## src/rtl/clk_div_gen.sv

```systemverilog
// Programmable two-output divided clock generator with lock emulation.
// Outputs are gated until locked; accepting a new divisor pair relocks.
module clk_div_gen #(
  parameter int WIDTH        = 16,
  parameter int LOCK_CYCLES  = 16,
  parameter int DIV0_DEFAULT = 2,
  parameter int DIV1_DEFAULT = 4
) (
  input  logic             clk_in,
  input  logic             reset,
  input  logic             cfg_valid,
  output logic             cfg_ready,
  input  logic [WIDTH-1:0] cfg_div0,
  input  logic [WIDTH-1:0] cfg_div1,
  output logic             cfg_err,
  output logic             clkout0,
  output logic             clkout1,
  output logic             tick0,
  output logic             tick1,
  output logic             locked
);

  localparam int LW =
    (LOCK_CYCLES > 1) ? $clog2(LOCK_CYCLES) : 1;
  localparam logic [LW-1:0] LOCK_LAST = LW'(LOCK_CYCLES - 1);
  localparam logic [WIDTH-1:0] TWO = WIDTH'(2);
  localparam logic [WIDTH-1:0] ONE = WIDTH'(1);

  typedef enum logic {
    LOCKING,
    LOCKED
  } state_t;

  state_t           state;
  logic [LW-1:0]    lock_cnt;
  logic [WIDTH-1:0] div0;
  logic [WIDTH-1:0] div1;
  logic [WIDTH-1:0] cnt0;
  logic [WIDTH-1:0] cnt1;

  logic             accept;
  logic             clamp;
  logic [WIDTH-1:0] new_div0;
  logic [WIDTH-1:0] new_div1;

  always_comb begin
    accept   = cfg_valid & cfg_ready;
    clamp    = (cfg_div0 < TWO) | (cfg_div1 < TWO);
    new_div0 = (cfg_div0 < TWO) ? TWO : cfg_div0;
    new_div1 = (cfg_div1 < TWO) ? TWO : cfg_div1;
  end

  always_ff @(posedge clk_in) begin
    if (reset) begin
      state     <= LOCKING;
      lock_cnt  <= '0;
      div0      <= WIDTH'(DIV0_DEFAULT);
      div1      <= WIDTH'(DIV1_DEFAULT);
      cnt0      <= '0;
      cnt1      <= '0;
      locked    <= 1'b0;
      cfg_ready <= 1'b0;
      cfg_err   <= 1'b0;
      clkout0   <= 1'b0;
      clkout1   <= 1'b0;
      tick0     <= 1'b0;
      tick1     <= 1'b0;
    end else begin
      cfg_err <= accept & clamp;
      if (accept) begin
        // Both counters restart from zero, phase-aligning the outputs
        state     <= LOCKING;
        lock_cnt  <= '0;
        div0      <= new_div0;
        div1      <= new_div1;
        cnt0      <= '0;
        cnt1      <= '0;
        locked    <= 1'b0;
        cfg_ready <= 1'b0;
        clkout0   <= 1'b0;
        clkout1   <= 1'b0;
        tick0     <= 1'b0;
        tick1     <= 1'b0;
      end else begin
        unique case (state)
          LOCKING: begin
            locked    <= 1'b0;
            cfg_ready <= 1'b0;
            clkout0   <= 1'b0;
            clkout1   <= 1'b0;
            tick0     <= 1'b0;
            tick1     <= 1'b0;
            cnt0      <= '0;
            cnt1      <= '0;
            if (lock_cnt == LOCK_LAST) begin
              state <= LOCKED;
            end else begin
              lock_cnt <= lock_cnt + 1'b1;
            end
          end
          LOCKED: begin
            locked    <= 1'b1;
            cfg_ready <= 1'b1;
            clkout0   <= cnt0 < (div0 >> 1);
            clkout1   <= cnt1 < (div1 >> 1);
            tick0     <= cnt0 == '0;
            tick1     <= cnt1 == '0;
            cnt0 <= (cnt0 == div0 - ONE) ? '0 : cnt0 + ONE;
            cnt1 <= (cnt1 == div1 - ONE) ? '0 : cnt1 + ONE;
          end
        endcase
      end
    end
  end

endmodule

```

## config.mk

```make
export PLATFORM = sky130hd
export DESIGN_NAME = clk_div_gen
export DESIGN_NICKNAME = d
export VERILOG_FILES = /design/src/rtl/clk_div_gen.sv
export SDC_FILE = /design/constraint.sdc
export NUM_CORES = 1
export LEC_CHECK = 0
export ABC_AREA = 1
export CORE_MARGIN = 1.5
export CORE_UTILIZATION = 49
export DETAILED_ROUTE_END_ITERATION = 8
export PLACE_DENSITY_LB_ADDON = 0.3
export SLEW_MARGIN = 30
export SYNTH_ARGS = -nofsm -noshare
export SYNTH_HDL_FRONTEND = slang
export SYNTH_SLANG_ARGS = --single-unit
```

## constraint.sdc

```tcl
create_clock -name clk_in -period 1.7 [get_ports clk_in]
set_input_delay 0.255 -clock clk_in [delete_from_list [all_inputs] [get_ports clk_in]]
set_output_delay 0.255 -clock clk_in [all_outputs]
set_load 0.01 [all_outputs]
```

== Word-level counts from Yosys, hierarchy flattened ==
Cells that the tools add are included.

* Add/sub/neg operators: 5
* $lt $le $gt $ge: 4
* Equality and inequality tests: 3
* Mux-type cells: 13
* Bitwise gates (word level): 5
* Reduce and logical (&&, ||, !) cells: 4

{| class="wikitable"
|+ Operator list
! cell !! count
|-
| $mux 16 || 4
|-
| $pmux 16 s2 || 2
|-
| $add 16x1->16 const B || 2
|-
| $eq 16x16->1 || 2
|-
| $logic_not 16->1 || 2
|-
| $lt 16x15->1 || 2
|-
| $lt 16x2->1 const B || 2
|-
| $sub 16x1->16 const B || 2
|-
| $pmux 1 s2 || 5
|-
| $add 4x1->4 const B || 1
|-
| $eq 4x4->1 const B || 1
|-
| $and 1x1->1 || 2
|-
| $mux 1 || 2
|-
| $not 1->1 || 2
|-
| $reduce_and 2->1 || 1
|-
| $reduce_or 2->1 || 1
|-
| $or 1x1->1 || 1
|}

* Bits in registers: 75
* Output and inout port bits: 7
* Word-level logic and storage cells: 46

== Depth between registers and ports, before layout ==
* Depth in word-level cells: 4
* Mapped depth: 16
* Mapped depth without buffers: 15

== Worst setup path after synthesis ==
No wires, ideal clock.

* Path kind: register to register
* Start: reg div0[1]
* End: reg cnt0[5]
* Library setup time: 116 ps
* Arrival: 1638 ps
* Slack: -55 ps
* Stages on the path, launching flop included: 15
* Path buffers: 1
* Clock period less this slack: 1755 ps
* Path through: dfxtp_1 inv_1 ha_1 nand3_4 nor2_2 nand2_1 nand2_1 nand2_1 nor2_1 nand2_1 nor2_2 nand3_2 nand2_4 buf_8 nor2_2

* Cells in the longest elaborated chain, start to end: 4

{| class="wikitable"
|+ Ends and longest elaborated chain
! item !! RTL line !! source
|-
| from (decl) || 36 || <nowiki>logic [WIDTH-1:0] div0;</nowiki>
|-
| from (signal assigned) || 57 || <nowiki>div0 <= WIDTH'(DIV0_DEFAULT);</nowiki>
|-
| from (signal assigned) || 74 || <nowiki>div0 <= new_div0;</nowiki>
|-
| $sub 16x1->16 || 108 || <nowiki>cnt0 <= (cnt0 == div0 - ONE) ? '0 : cnt0 + ONE;</nowiki>
|-
| $eq 16x16->1 || 108 ||
|-
| $mux 16 || 108 ||
|-
| $pmux 16 s2 || 85 || <nowiki>unique case (state)</nowiki>
|-
| to (signal assigned) || 108 ||
|-
| to (decl) || 38 || <nowiki>logic [WIDTH-1:0] cnt0;</nowiki>
|}

Every way passes these cells.
A chain may end at the register's enable or synchronous reset.

== Worst setup path after layout ==
* Start: reg div0[0]
* End: reg cnt0[4]

The elaborated chain is that of the path after synthesis.

==> impl_results.md <==
* CP Launch Type: flop
* Cts bufs inserted at 9
* Worst hold path type: in2reg
* Final Skew at 10.92 ps
* Number of synthesized flops with an enable pin at 0
* FMAX at 558.9 MHz
* Antenna violations before repair at 0
* Most common cell in the netlist: nand2_1
* Max Cap Violations at 0
* RSZ-0062 raised after global routing: yes
* Drt first pass iters at 5
* Outcome: finished with violations
* Max Slew Vio Count at 0
* Cell Pwr Density at 530.0 nW/um^2
* R2R Path Start: div0[0]$_SDFFE_PP0P_
* Yosys top cell by area: dfxtp_1
* 1st-iter DRT viols at 329
* CP max stage cell: dfxtp_2
* Drt total wl at 12.92 mm
* Clock sink total at 75
* Critical path peak fanout at 8
* Final setup vio count at 24
* Share of layout cells above drive strength 1 at 20.07%
* Crit path from: div0[0]$_SDFFE_PP0P_
* Routed Antenna Nets at 0
* Die Y at 103.2 um
* Average vias per placed instance at 5.198
* Final Wtd Congestion at 0.9353
* CTS tree: built
* CTS Buffer Depth at 2
* Ys flop type: dfxtp_1
* Cell area after synthesis at 4915 sq um
* Residual DRC at 0
* Static leakage at 2.709 nW
* Core ar. at 9729 sq um
* Endpoints failing hold at 0
* Worst vdd ir at 408.7 uV
* Area growth, synth to finish at 27.80%
* Gr ovfl total at 0
* Initial core utilization at 50.51%
* Diode count at 0
* Largest net degree at the start of global routing at 34
* Nets at 872
* CTS root buf: clkbuf_8
* Worst Path Required at 1950 ps
* Worst Tran Pin Value at 318.7 ps
* CP cell instances: inv_2 -> buf_4 -> nand3_4 -> nor2_4 -> nand3_1 -> nand2_1 -> nand3_1 -> nor2_1 -> nand3_4 -> nand2_8 -> nor2_1
* Synth async-reset ratio at 0%
* Synth top cells by count: nand2_1 (161), inv_1 (96), nor2_1 (84)
* Worst Slack Setup Final at -89.21 ps
* Total power at 0.003329 W
* Total die area at 10640 sq um
* DP Area at 5858 sq um
* H-Tree Level Count at 3
* Arr. time, crit path at 2040 ps
* FF-to-FF path depth at 11
* Final worst-path cycle share at 105.2%
* Synth unique cells at 41
* DIE WIDTH at 103.2 um
* Largest cells by area after synthesis: dfxtp_1 (31%), nand2_1 (12%), ha_1 (8.9%)
* Post-route cell area at 6281 sq um
* Syn Nets at 772
* Crit-path max cell delay at 330 ps
* Wire length per cell at 13.74 um
* Ports at 42
* Post-Synthesis Cells at 702
* Critical path class: reg2reg
* Clock-pin slew on the worst setup and hold paths at 90 ps
* Synth Warn # at 0
* Total vias in the final route at 4886
* Final min period at 1789 ps
* FP Rows at 36
* Port buffer count at 41
* FF-to-FF End: cnt0[4]$_SDFF_PP0_
* Global-route wire length before repair at 20.72 mm
* Avg Inst Size Synth at 7.001 sq um
* HPWL Detailed at 9.842 mm
* Vias in the first global route at 4517
* Total track usage at 25.14%
* Failing checks: setup timing
* Later-pin clock latency in the skew report at 360 ps
* Flops & latches, synth at 75
* Seq/Total Area, Yosys at 30.55%
* Slew HR at 78.75%
* CP Capture Type: flop
* Flop2flop setup slack at -90 ps
* Top cell type's share of synthesized area at 30.55%
* Worst Setup EP: cnt0[4]$_SDFF_PP0_
* Pre-CTS setup slack at -67.66 ps
report_power, final:
part / switching [W] / internal, W / leakage [nW]
logic: 0.0000549 / 0.0000961 / 2.00
registers: 0.00000471 / 0.00176 / 0.608
clock network: 0.000726 / 0.000688 / 0.0998
total: 0.000786 / 0.00254 / 2.71
how the worst min path moves through the flow:
stage,startpoint,endpoint,cells past startpoint
after floorplan,reset,div1[1]$_SDFFE_PP0P_,1
after global placement,lock_cnt[0]$_SDFFE_PP0P_,lock_cnt[0]$_SDFFE_PP0P_,2
after detailed placement,lock_cnt[0]$_SDFFE_PP0P_,lock_cnt[0]$_SDFFE_PP0P_,2
after CTS,cfg_div0[2],div0[2]$_SDFFE_PP0P_,3
after global routing,cfg_div0[0],div0[0]$_SDFFE_PP0P_,3
final,cfg_div0[0],div0[0]$_SDFFE_PP0P_,3
state kept, by name, summed over array words and instances, names as in the netlist:
| signal | flops |
|---|---|
| cnt0 | 16 |
| cnt1 | 16 |
| div0 | 16 |
| div1 | 16 |
| lock_cnt | 4 |
| cfg_err | 1 |
| clkout0 | 1 |
| clkout1 | 1 |
| locked | 1 |
| state | 1 |
| tick0 | 1 |
| tick1 | 1 |
cells by family (layout without fill, tap and decap cells):
logic type | Yosys count | count (layout) | synth area share, %
fa+ha+maj | 35 | 35 | 8.910
buf+inv | 110 | 214 | 8.885
flops | 75 | 75 | 30.55
xor+xnor | 54 | 54 | 9.623
compound gates | 69 | 69 | 7.663
simple gates | 359 | 360 | 34.37
stage by stage:
stage / utilization [%] / instances / hold WS [ps] / TNS [ps]
after floorplan: - / 702 / 333.7 / 0
after global placement: 60.21 / 919 / 466.5 / -868.2
after detailed placement: 60.21 / 919 / 483.7 / -1466
after CTS: 63.09 / 936 / 478.9 / -453.3
after global routing: 64.56 / 940 / 512.5 / -5412
final: 64.56 / 940 / 489.0 / -1440
layout make-up:
class	instances	area [sq um]
clock buffers	9	123.9
clock inverters	7	77.57
multi-input cells	518	3157
flip-flops and latches	75	1513
well taps	133	166.4
inverters	100	375.4
fillers	849	3448
repair buffers	98	868.3
critical path: cells and delay by family, from the launching register on:
family                 cells  cell delay (ps)
buffers and inverters      2              210
and+or+nand+nor            9             1130
DFF                        1              330
timing repair:
item                       in CTS  in global routing
pin swaps                      11                 12
buffers inserted                0                  3
resized for setup              15                 38
hold buffers                    0                  0
cloned                          1                  1
setup endpoints to repair      32                 34
routing by layer:
metal / vias to the layer above / track usage, % / share of wire, %
li1: 2450 / - / -
met1: 2259 / 34.36 / 46
met2: 156 / 40.84 / 46
met3: 21 / 4.203 / 6.2
met4: 0 / 7.380 / 1.6
met5: - / 0 / 0
layout by cell type, fill, tap and decap left out, drive strengths merged, types with 4 or more instances in the layout:
| cell type | synthesis | layout |
|---|---|---|
| nand3 | 42 | 42 |
| nor4 | 9 | 9 |
| nand2 | 165 | 166 |
| ha | 35 | 35 |
| clkdlybuf4s50 | 0 | 41 |
| nand4 | 15 | 15 |
| clkinv | 0 | 4 |
| xor2 | 35 | 35 |
| a21oi | 19 | 19 |
| nand3b | 4 | 4 |
| inv | 100 | 101 |
| xnor2 | 19 | 19 |
| nor2 | 107 | 107 |
| o21ai | 39 | 39 |
| clkbuf | 6 | 10 |
| dfxtp | 75 | 75 |
| buf | 4 | 56 |
| nor3 | 12 | 12 |
No activity file was read; power rests on OpenSTA's default activity.
